`config.mk`:
```
export PLATFORM = sky130hd
export DESIGN_NAME = smoldvi_pattern_gen_flat
export DESIGN_NICKNAME = d
export VERILOG_FILES = /design/src/rtl/smoldvi_pattern_gen_if.sv /design/src/rtl/smoldvi_pattern_gen.sv /design/src/flat_wrapper.sv
export SDC_FILE = /design/constraint.sdc
export NUM_CORES = 1
export LEC_CHECK = 0
export ABC_AREA = 1
export ABC_CLOCK_PERIOD_IN_PS = 4250
export BUFFER_PORTS_ARGS = -buffer_cell sky130_fd_sc_hd__clkbuf_2
export CAP_MARGIN = 20
export CORE_MARGIN = 5
export CORE_UTILIZATION = 57
export CTS_CLUSTER_SIZE = 20
export DETAILED_ROUTE_END_ITERATION = 8
export GPL_ROUTABILITY_DRIVEN = 0
export GPL_TIMING_DRIVEN = 0
export MAX_ROUTING_LAYER = met4
export PLACE_DENSITY = 0.78
export SLEW_MARGIN = 25
export SYNTH_ARGS = -nofsm -noshare
export SYNTH_HDL_FRONTEND = slang
export SYNTH_SLANG_ARGS = --single-unit
```
`constraint.sdc`:
```
create_clock -name clk -period 4.25 [get_ports clk]
set_clock_uncertainty 0.15 [all_clocks]
set_input_delay 0.85 -clock clk [delete_from_list [all_inputs] [get_ports clk]]
set_output_delay 0.85 -clock clk [all_outputs]
set_load 0.01 [all_outputs]
```
`src/rtl/smoldvi_pattern_gen_if.sv`:
```
// Pixel channel between the pattern source and the DVI transmitter.
// The source presents r/g/b; the consumer pulses rgb_rdy when it takes a pixel.
interface smoldvi_pattern_gen_if #(
    parameter int W_COLOUR = 8
);
    logic [W_COLOUR-1:0] r;
    logic [W_COLOUR-1:0] g;
    logic [W_COLOUR-1:0] b;
    logic                rgb_rdy;

    modport master (
        output r,
        output g,
        output b,
        input  rgb_rdy
    );

    modport slave (
        input  r,
        input  g,
        input  b,
        output rgb_rdy
    );
endinterface

```
`src/rtl/smoldvi_pattern_gen.sv`:
```
// Raster test-pattern source: gradient, bars, checker, solid, scroll.
// Define SMOLDVI_PATGEN_BORDER_EN to force a white one-pixel frame border.
module smoldvi_pattern_gen #(
    parameter int H_ACTIVE_PIXELS = 640,
    parameter int V_ACTIVE_LINES  = 480,
    parameter int W_COLOUR        = 8,
    parameter int CHECK_LOG2      = 4
) (
    input  logic                  clk,
    input  logic                  rst_n,
    input  logic                  en,
    input  logic [2:0]            mode,
    input  logic [3*W_COLOUR-1:0] solid_rgb,
    smoldvi_pattern_gen_if.master px,
    output logic                  sof,
    output logic [7:0]            frame_ctr
);
    localparam int XW    = $clog2(H_ACTIVE_PIXELS);
    localparam int YW    = $clog2(V_ACTIVE_LINES);
    localparam int BAR_W = H_ACTIVE_PIXELS / 8;
    localparam int BW    = $clog2(BAR_W);

    localparam logic [XW-1:0] X_LAST = XW'(H_ACTIVE_PIXELS - 1);
    localparam logic [YW-1:0] Y_LAST = YW'(V_ACTIVE_LINES - 1);
    localparam logic [BW-1:0] BC_TOP = BW'(BAR_W - 1);
    localparam logic [BW-1:0] BC_ONE = BW'(1);

    localparam logic [W_COLOUR-1:0] ONES = '1;
`ifdef SMOLDVI_PATGEN_BORDER_EN
    localparam logic [W_COLOUR-1:0] RST_C = ONES;
`else
    localparam logic [W_COLOUR-1:0] RST_C = '0;
`endif

    logic [XW-1:0] x, x_n;
    logic [YW-1:0] y, y_n;
    logic [7:0]    f_n;
    logic [2:0]    mode_q, m_n;
    logic [2:0]    bar_idx, bi_n;
    logic [BW-1:0] bar_cnt, bc_n;

    logic [W_COLOUR-1:0] r_n, g_n, b_n;
    logic                chk;

    // bar_cnt==0 marks the first pixel of a bar, then counts down to 1
    always_comb begin
        x_n  = x;
        y_n  = y;
        f_n  = frame_ctr;
        m_n  = mode_q;
        bi_n = bar_idx;
        bc_n = bar_cnt;
        if (!en) begin
            x_n  = '0;
            y_n  = '0;
            m_n  = mode;
            bi_n = '0;
            bc_n = '0;
        end else if (px.rgb_rdy) begin
            if (x == X_LAST) begin
                x_n  = '0;
                bi_n = '0;
                bc_n = '0;
                if (y == Y_LAST) begin
                    y_n = '0;
                    f_n = frame_ctr + 8'd1;
                    m_n = mode;
                end else begin
                    y_n = y + 1'b1;
                end
            end else begin
                x_n = x + 1'b1;
                if (bar_cnt == BC_ONE) begin
                    bi_n = bar_idx + 3'd1;
                    bc_n = '0;
                end else if (bar_cnt == '0) begin
                    bc_n = BC_TOP;
                end else begin
                    bc_n = bar_cnt - 1'b1;
                end
            end
        end
    end

    assign chk = x_n[CHECK_LOG2] ^ y_n[CHECK_LOG2];

    // Colour is derived from the successor pixel so r/g/b land with it
    always_comb begin
        r_n = '0;
        g_n = '0;
        b_n = '0;
        case (m_n)
            3'd0: begin
                r_n = W_COLOUR'(x_n);
                g_n = W_COLOUR'(y_n);
                b_n = W_COLOUR'(f_n);
            end
            3'd1: begin
                r_n = {W_COLOUR{~bi_n[1]}};
                g_n = {W_COLOUR{~bi_n[2]}};
                b_n = {W_COLOUR{~bi_n[0]}};
            end
            3'd2: begin
                r_n = chk ? ONES : '0;
                g_n = chk ? ONES : '0;
                b_n = chk ? ONES : '0;
            end
            3'd3: begin
                {r_n, g_n, b_n} = solid_rgb;
            end
            3'd4: begin
                r_n = W_COLOUR'(x_n) + W_COLOUR'(f_n);
                g_n = W_COLOUR'(y_n);
            end
            default: begin
                r_n = '0;
            end
        endcase
`ifdef SMOLDVI_PATGEN_BORDER_EN
        if (x_n == '0 || x_n == X_LAST ||
            y_n == '0 || y_n == Y_LAST) begin
            r_n = ONES;
            g_n = ONES;
            b_n = ONES;
        end
`endif
    end

    always_ff @(posedge clk or negedge rst_n) begin
        if (!rst_n) begin
            x         <= '0;
            y         <= '0;
            frame_ctr <= '0;
            mode_q    <= '0;
            bar_idx   <= '0;
            bar_cnt   <= '0;
            px.r      <= RST_C;
            px.g      <= RST_C;
            px.b      <= RST_C;
            sof       <= 1'b1;
        end else begin
            x         <= x_n;
            y         <= y_n;
            frame_ctr <= f_n;
            mode_q    <= m_n;
            bar_idx   <= bi_n;
            bar_cnt   <= bc_n;
            px.r      <= r_n;
            px.g      <= g_n;
            px.b      <= b_n;
            sof       <= (x_n == '0) && (y_n == '0);
        end
    end
endmodule
```
`src/flat_wrapper.sv`:
```
// flat-port wrapper written by rule: the top's interface ports become plain ports
module smoldvi_pattern_gen_flat 
#(
    parameter int H_ACTIVE_PIXELS = 640,
    parameter int V_ACTIVE_LINES  = 480,
    parameter int W_COLOUR        = 8,
    parameter int CHECK_LOG2      = 4
)
  (clk, rst_n, en, mode, solid_rgb, sof, frame_ctr, px_r, px_g, px_b, px_rgb_rdy);
  smoldvi_pattern_gen_if #(.W_COLOUR(W_COLOUR)) px_i ();
  input  logic clk;
  input  logic rst_n;
  input  logic en;
  input  logic [2:0] mode;
  input  logic [3*W_COLOUR-1:0] solid_rgb;
  output logic sof;
  output logic [7:0] frame_ctr;
  output wire logic [$bits(px_i.r)-1:0] px_r;
  output wire logic [$bits(px_i.g)-1:0] px_g;
  output wire logic [$bits(px_i.b)-1:0] px_b;
  input wire logic [$bits(px_i.rgb_rdy)-1:0] px_rgb_rdy;
  assign px_r = px_i.r;
  assign px_g = px_i.g;
  assign px_b = px_i.b;
  assign px_i.rgb_rdy = px_rgb_rdy;
  smoldvi_pattern_gen #(.H_ACTIVE_PIXELS(H_ACTIVE_PIXELS), .V_ACTIVE_LINES(V_ACTIVE_LINES), .W_COLOUR(W_COLOUR), .CHECK_LOG2(CHECK_LOG2)) u_core (.clk(clk), .rst_n(rst_n), .en(en), .mode(mode), .solid_rgb(solid_rgb), .px(px_i), .sof(sof), .frame_ctr(frame_ctr));
endmodule
```
* Yosys cells after proc, flatten, opt, wreduce, memory -nomap -nowiden *
Cells that the tools add are included.

storage, ports and cells
  register bits after elaboration = 65
  output and inout port bits = 33
  logic and storage cells = 62
  bits of input ports = 31

operators by class
  mux-type cells = 28
  add/subtract/negate cells = 6
  reduce and logical (&&, ||, !) cells = 6
  bitwise logic cells = 4
  equality and inequality tests = 8

operators with widths
  kind                     count
  $pmux W8 S4              2
  $mux W8                  5
  $pmux W8 S5              1
  $mux W9                  4
  $mux W7                  5
  $mux W10                 3
  $mux W3                  8
  $add A10 B1 Y10 const B  1
  $eq A10 B10 Y1 const B   1
  $logic_not A10 Y1        1
  $add A9 B1 Y9 const B    1
  $eq A9 B9 Y1 const B     1
  $logic_not A9 Y1         1
  $add A8 B1 Y8 const B    1
  $add A8 B8 Y8            1
  $eq A7 B1 Y1 const B     1
  $logic_not A7 Y1         1
  $sub A7 B1 Y7 const B    1
  $eq A3 B2 Y1 const B     2
  $add A3 B1 Y3 const B    1
  $eq A3 B1 Y1 const B     1
  $eq A3 B3 Y1 const B     1
  $logic_not A3 Y1         1
  $not A1 Y1               3
  4 further kinds          4

* Longest topological paths before layout *
  depth in word-level cells = 8
  depth in mapped cells = 17
  mapped depth without buffers = 17

* Worst setup path after synthesis *
No wires, ideal clock.

  kind = in2reg
  start = input en
  end = register u_core.px.r[5]
  setup time = 0.135 ns
  required time = 3.965 ns
  path slack = 1.115 ns
  stages = 10
  buffers on the path = 2
  arrival = 2.849 ns
  cells stage by stage = clkbuf_2 clkbuf_1 inv_1 nor3_1 ha_1 a21oi_1 o221ai_1 or2_2 nand3_1 nand4_1

between the ends
  elaborated cells between the ends (all ways) = 15
  those cells by class = add/sub (1); eq/ne (4); mux (7); bitwise (2); reduce/logical (1)

RTL lines
  what                  line                          text
  from (decl)           flat_wrapper.sv:13            input logic en;
  $mux W10              smoldvi_pattern_gen.sv:53     if (!en) begin
  via u_core.x_n[2]     smoldvi_pattern_gen.sv:35     logic [XW-1:0] x, x_n;
  $add A8 B8 Y8         smoldvi_pattern_gen.sv:112    r_n = W_COLOUR'(x_n) + W_COLOUR'(f_n);
  $pmux W8 S5           smoldvi_pattern_gen.sv:92     case (m_n)
  via u_core.r_n[5]     smoldvi_pattern_gen.sv:42     logic [W_COLOUR-1:0] r_n, g_n, b_n;
  to (signal assigned)  smoldvi_pattern_gen.sv:148    px.r <= r_n;
  to (decl)             smoldvi_pattern_gen_if.sv:12  output r,

The timed path passes the listed nets, and every way through them passes these cells.
A chain may end at the register's enable or synchronous reset.

* Final worst setup path *
  start = register u_core.x[0]
  end = register u_core.px.r[5]

between the ends
  elaborated cells between the ends (all ways) = 27
  those cells by class = add/sub (2); eq/ne (5); mux (17); bitwise (2); reduce/logical (1)

RTL lines
  what                    line                        text
  from (decl)             smoldvi_pattern_gen.sv:35
  from (signal assigned)  smoldvi_pattern_gen.sv:142  x <= x_n;
  $eq A10 B10 Y1          smoldvi_pattern_gen.sv:60   if (x == X_LAST) begin
  $mux W8                 smoldvi_pattern_gen.sv:60
  $mux W8                 smoldvi_pattern_gen.sv:59   end else if (px.rgb_rdy) begin
  $mux W8                 smoldvi_pattern_gen.sv:53
  via u_core.f_n[1]       smoldvi_pattern_gen.sv:37   logic [7:0] f_n;
  $add A8 B8 Y8           smoldvi_pattern_gen.sv:112
  $pmux W8 S5             smoldvi_pattern_gen.sv:92
  via u_core.r_n[5]       smoldvi_pattern_gen.sv:42

The timed path passes the listed nets, and every way through them passes these cells.

==> flow_metrics.py <==
metrics = {
    "setup_path": {
        "arrival_ns": 3.74,
        "crit_required_ns": 4.31,
        "critPathLaunchType": "flop",
        "crit_path_max_fanout": 6,
        "critPathKind": "flop to flop",
        "end_kind": "flop",
    },
    "die": {
        "die_area_mm2": 0.008737,
        "rows": 30,
        "dieWidth_um": 93.47,
        "io-pin-count": 64,
        "fp.dieH_um": 93.47,
        "core-area_mm2": 0.006794,
        "start_util": 0.5845,
    },
    "timing": {
        "finalHoldViolCount": 0,
        "rsz0062_at_grt": "no",
        "fin_crit_sh": 0.8666,
        "max_freq_mhz": 271.5,
        "report.final.setup_viol": 0,
        "whs_ns": 0.2410,
        "worst_pin_slew_ns": 0.6011,
        "setup_tns_ns": 0,
        "relSlewSlack": 0.5962,
        "slew_violations": 0,
        "fin_crit_ns": 3.683,
    },
    "yosys": {
        "syn_inst": 504,
        "syn_area_mm2": 0.003971,
        "yosys_warnings": 0,
        "yosysSeqAreaShare": 0.4099,
        "synth-edff-count": 0,
        "yosys-top-cells-count": "115 x nand2_1, 68 x inv_1, 64 x dfrtp_1",
        "synthDistinctLibCells": 43,
        "synth_top_cell_by_area": "dfrtp_1",
        "ys.flop_type": "dfrtp_1",
        "ys_ff_latch": 65,
        "yosysMostFrequentCell": "nand2_1",
        "synth_top_area_frac": 0.4033,
        "syn_nets": 549,
        "synth_area_per_cell_um2": 7.880,
        "synthTopCellsByArea": "dfrtp_1 40%, nand2_1 11%, nand3_1 7.1%, inv_1 6.4%, nor2_1 5.1%",
        "async_reset_ff_frac": 1.000,
    },
    "routing": {
        "drcViolationCount": 0,
        "wl_mm": 10.09,
        "dr.pass1.iters": 5,
        "wl_per_cell_um": 14.90,
        "vias": 3643,
        "ant_nets": 0,
        "first_iter_violations": 210,
        "viasPerCell": 5.381,
    },
    "cells_and_area": {
        "layoutNonFillerInstCount": 677,
        "layout-drive-gt1-share": 0.2065,
        "layout.nets": 622,
        "diodes": 0,
        "area_delta_synth_final_pct": 16.10,
    },
    "run_status": {
        "status": "finished clean",
    },
    "placed_design": {
        "placement.io_buffers": 61,
        "placed_cells": 662,
        "dpl.hpwl_mm": 7.865,
    },
    "clock_network": {
        "h-tree-depth": 3,
        "holdBufCountCts": 0,
        "cts_resized": 0,
        "cts_inserted_buffers": 9,
        "numClockSinks": 65,
        "cts_root_buf": "clkbuf_8",
        "path_clk_slew_ns": 0.07,
        "cts_tree": "built",
        "post-cts-setup-buffers": 0,
        "clockBufferDepth": 2,
        "clk_latency_ns": 0.35,
    },
    "worst_hold_path": {
        "hp-class": "primary input to async pin",
    },
    "global_route": {
        "grt_pass1_wl_mm": 16.98,
        "grt_max_degree": 51,
        "grt.total_usage": 0.2550,
        "antenna_found_initial": 0,
        "gr-total-overflow": 0,
        "grt_pass1_vias": 3554,
    },
    "pwr": {
        "powerDensity_mw_per_mm2": 336.6,
        "power_leakage_nw": 2.530,
        "max-vdd-ir-drop_mv": 0.1560,
        "totalPowerFinal_mw": 1.552,
    },
    "run": {
        "maxCapViolations": 0,
    },
}
[metrics by stage]
step / instance area, µm² / setup slack, ns / util
5_1_grt: 4611 / 0.2664 / 0.6786
2_1_floorplan: 3971 / 1.115 / -
3_3_place_gp: 4397 / 0.4339 / 0.6471
3_5_place_dp: 4427 / 0.4186 / 0.6516
4_1_cts: 4611 / 0.6184 / 0.6786
6_report: 4611 / 0.5668 / 0.6786
[routing by layer]
metal	track usage	routed length, µm
met5	-	0
met4	0.07814	146
met3	0.06034	630
met2	0.4145	4938
met1	0.3160	4374
[power breakdown]
part | total (mW) | internal, mW | switching, mW
clock network | 0.505 | 0.264 | 0.241
logic | 0.338 | 0.124 | 0.215
registers | 0.708 | 0.679 | 0.0296
total | 1.55 | 1.07 | 0.486
[area by class of cell]
| class | count | area (µm²) |
|---|---|---|
| Inverter | 73 | 274.0 |
| Fill cell | 590 | 2183 |
| Multi-Input combinational cell | 357 | 2002 |
| Buffer | 9 | 67.56 |
| Sequential cell | 65 | 1628 |
| Timing Repair Buffer | 62 | 335.3 |
| Clock inverter | 6 | 60.06 |
| Clock buffer | 9 | 123.9 |
| Tap cell | 96 | 120.1 |
[placed cells by master (no fill, tap or decap), types with 2 or more instances in the layout]
master      synthesis  layout
a31oi_1             3       3
a21oi_1            20      20
nand4_1            15      15
clkbuf_2            1      61
nor3b_1             2       2
nand3_4             3       3
o221ai_1            2       2
dfrtp_1            64      64
buf_4               2       2
nand3_2             3       3
xnor2_1             4       4
nor3_1              8       8
o21ai_0            13      13
nor2_4              6       6
clkbuf_8            0       9
xor2_1              9       9
clkinv_2            0       3
o22ai_1             3       3
nand2_4             7       7
nand3b_4            2       2
inv_2               5       5
clkinvlp_4          0       2
nor2_1             54      54
or2_2               3       3
nand2_1           115     115
ha_1               13      13
clkbuf_1            2       2
inv_1              68      68
nand2_2             3       3
nand3_1            56      56
o211ai_1            3       3
[cell families (layout without fill, tap and decap cells)]
family	count (synthesis)	count (layout)	share of synthesized area
AND/OR/NAND/NOR	283	283	0.3623
buffers and inverters	82	159	0.08601
flip-flops	65	65	0.4099
AO/OA/AOI/OAI	47	47	0.06711
adder cells (fa/ha/maj)	14	14	0.04600
XOR/XNOR	13	13	0.02867
[sequential cells by signal, summed over array words and instances (netlist names)]
register	flops
u_core.bar_cnt	7
u_core.bar_idx	3
u_core.frame_ctr	8
u_core.mode_q	3
u_core.px.b	8
u_core.px.g	8
u_core.px.r	8
u_core.sof	1
u_core.x	10
u_core.y	9
[path summary, 6_finish.rpt]
kind	from	to	slack, ns	depth (start not counted)
max	u_core.x[0]	u_core.px.r[5]	0.57	14
max in group asynchronous	rst_n	u_core.sof	3.14	2
min	rst_n	u_core.bar_cnt[3]	0.24	1
min in group clk	u_core.bar_cnt[3]	u_core.bar_cnt[3]	0.37	2
max reg2reg	u_core.x[0]	u_core.px.r[5]	0.57	14
min reg2reg	u_core.bar_cnt[3]	u_core.bar_cnt[3]	0.37	2
[worst max-delay path, stage by stage (launching register included)]
cell and delay [ns]:
dfrtp_1 0.39, ha_1 0.23, nand3_1 0.14, nor2_4 0.17, nand3_4 0.15, nor2_1 0.36
nand2_1 0.18, o21ai_0 0.49, inv_1 0.17, ha_1 0.24, a21oi_1 0.20, o221ai_1 0.17
or2_2 0.30, nand3_1 0.09, nand4_1 0.10
(Power assumes the default switching activity.)
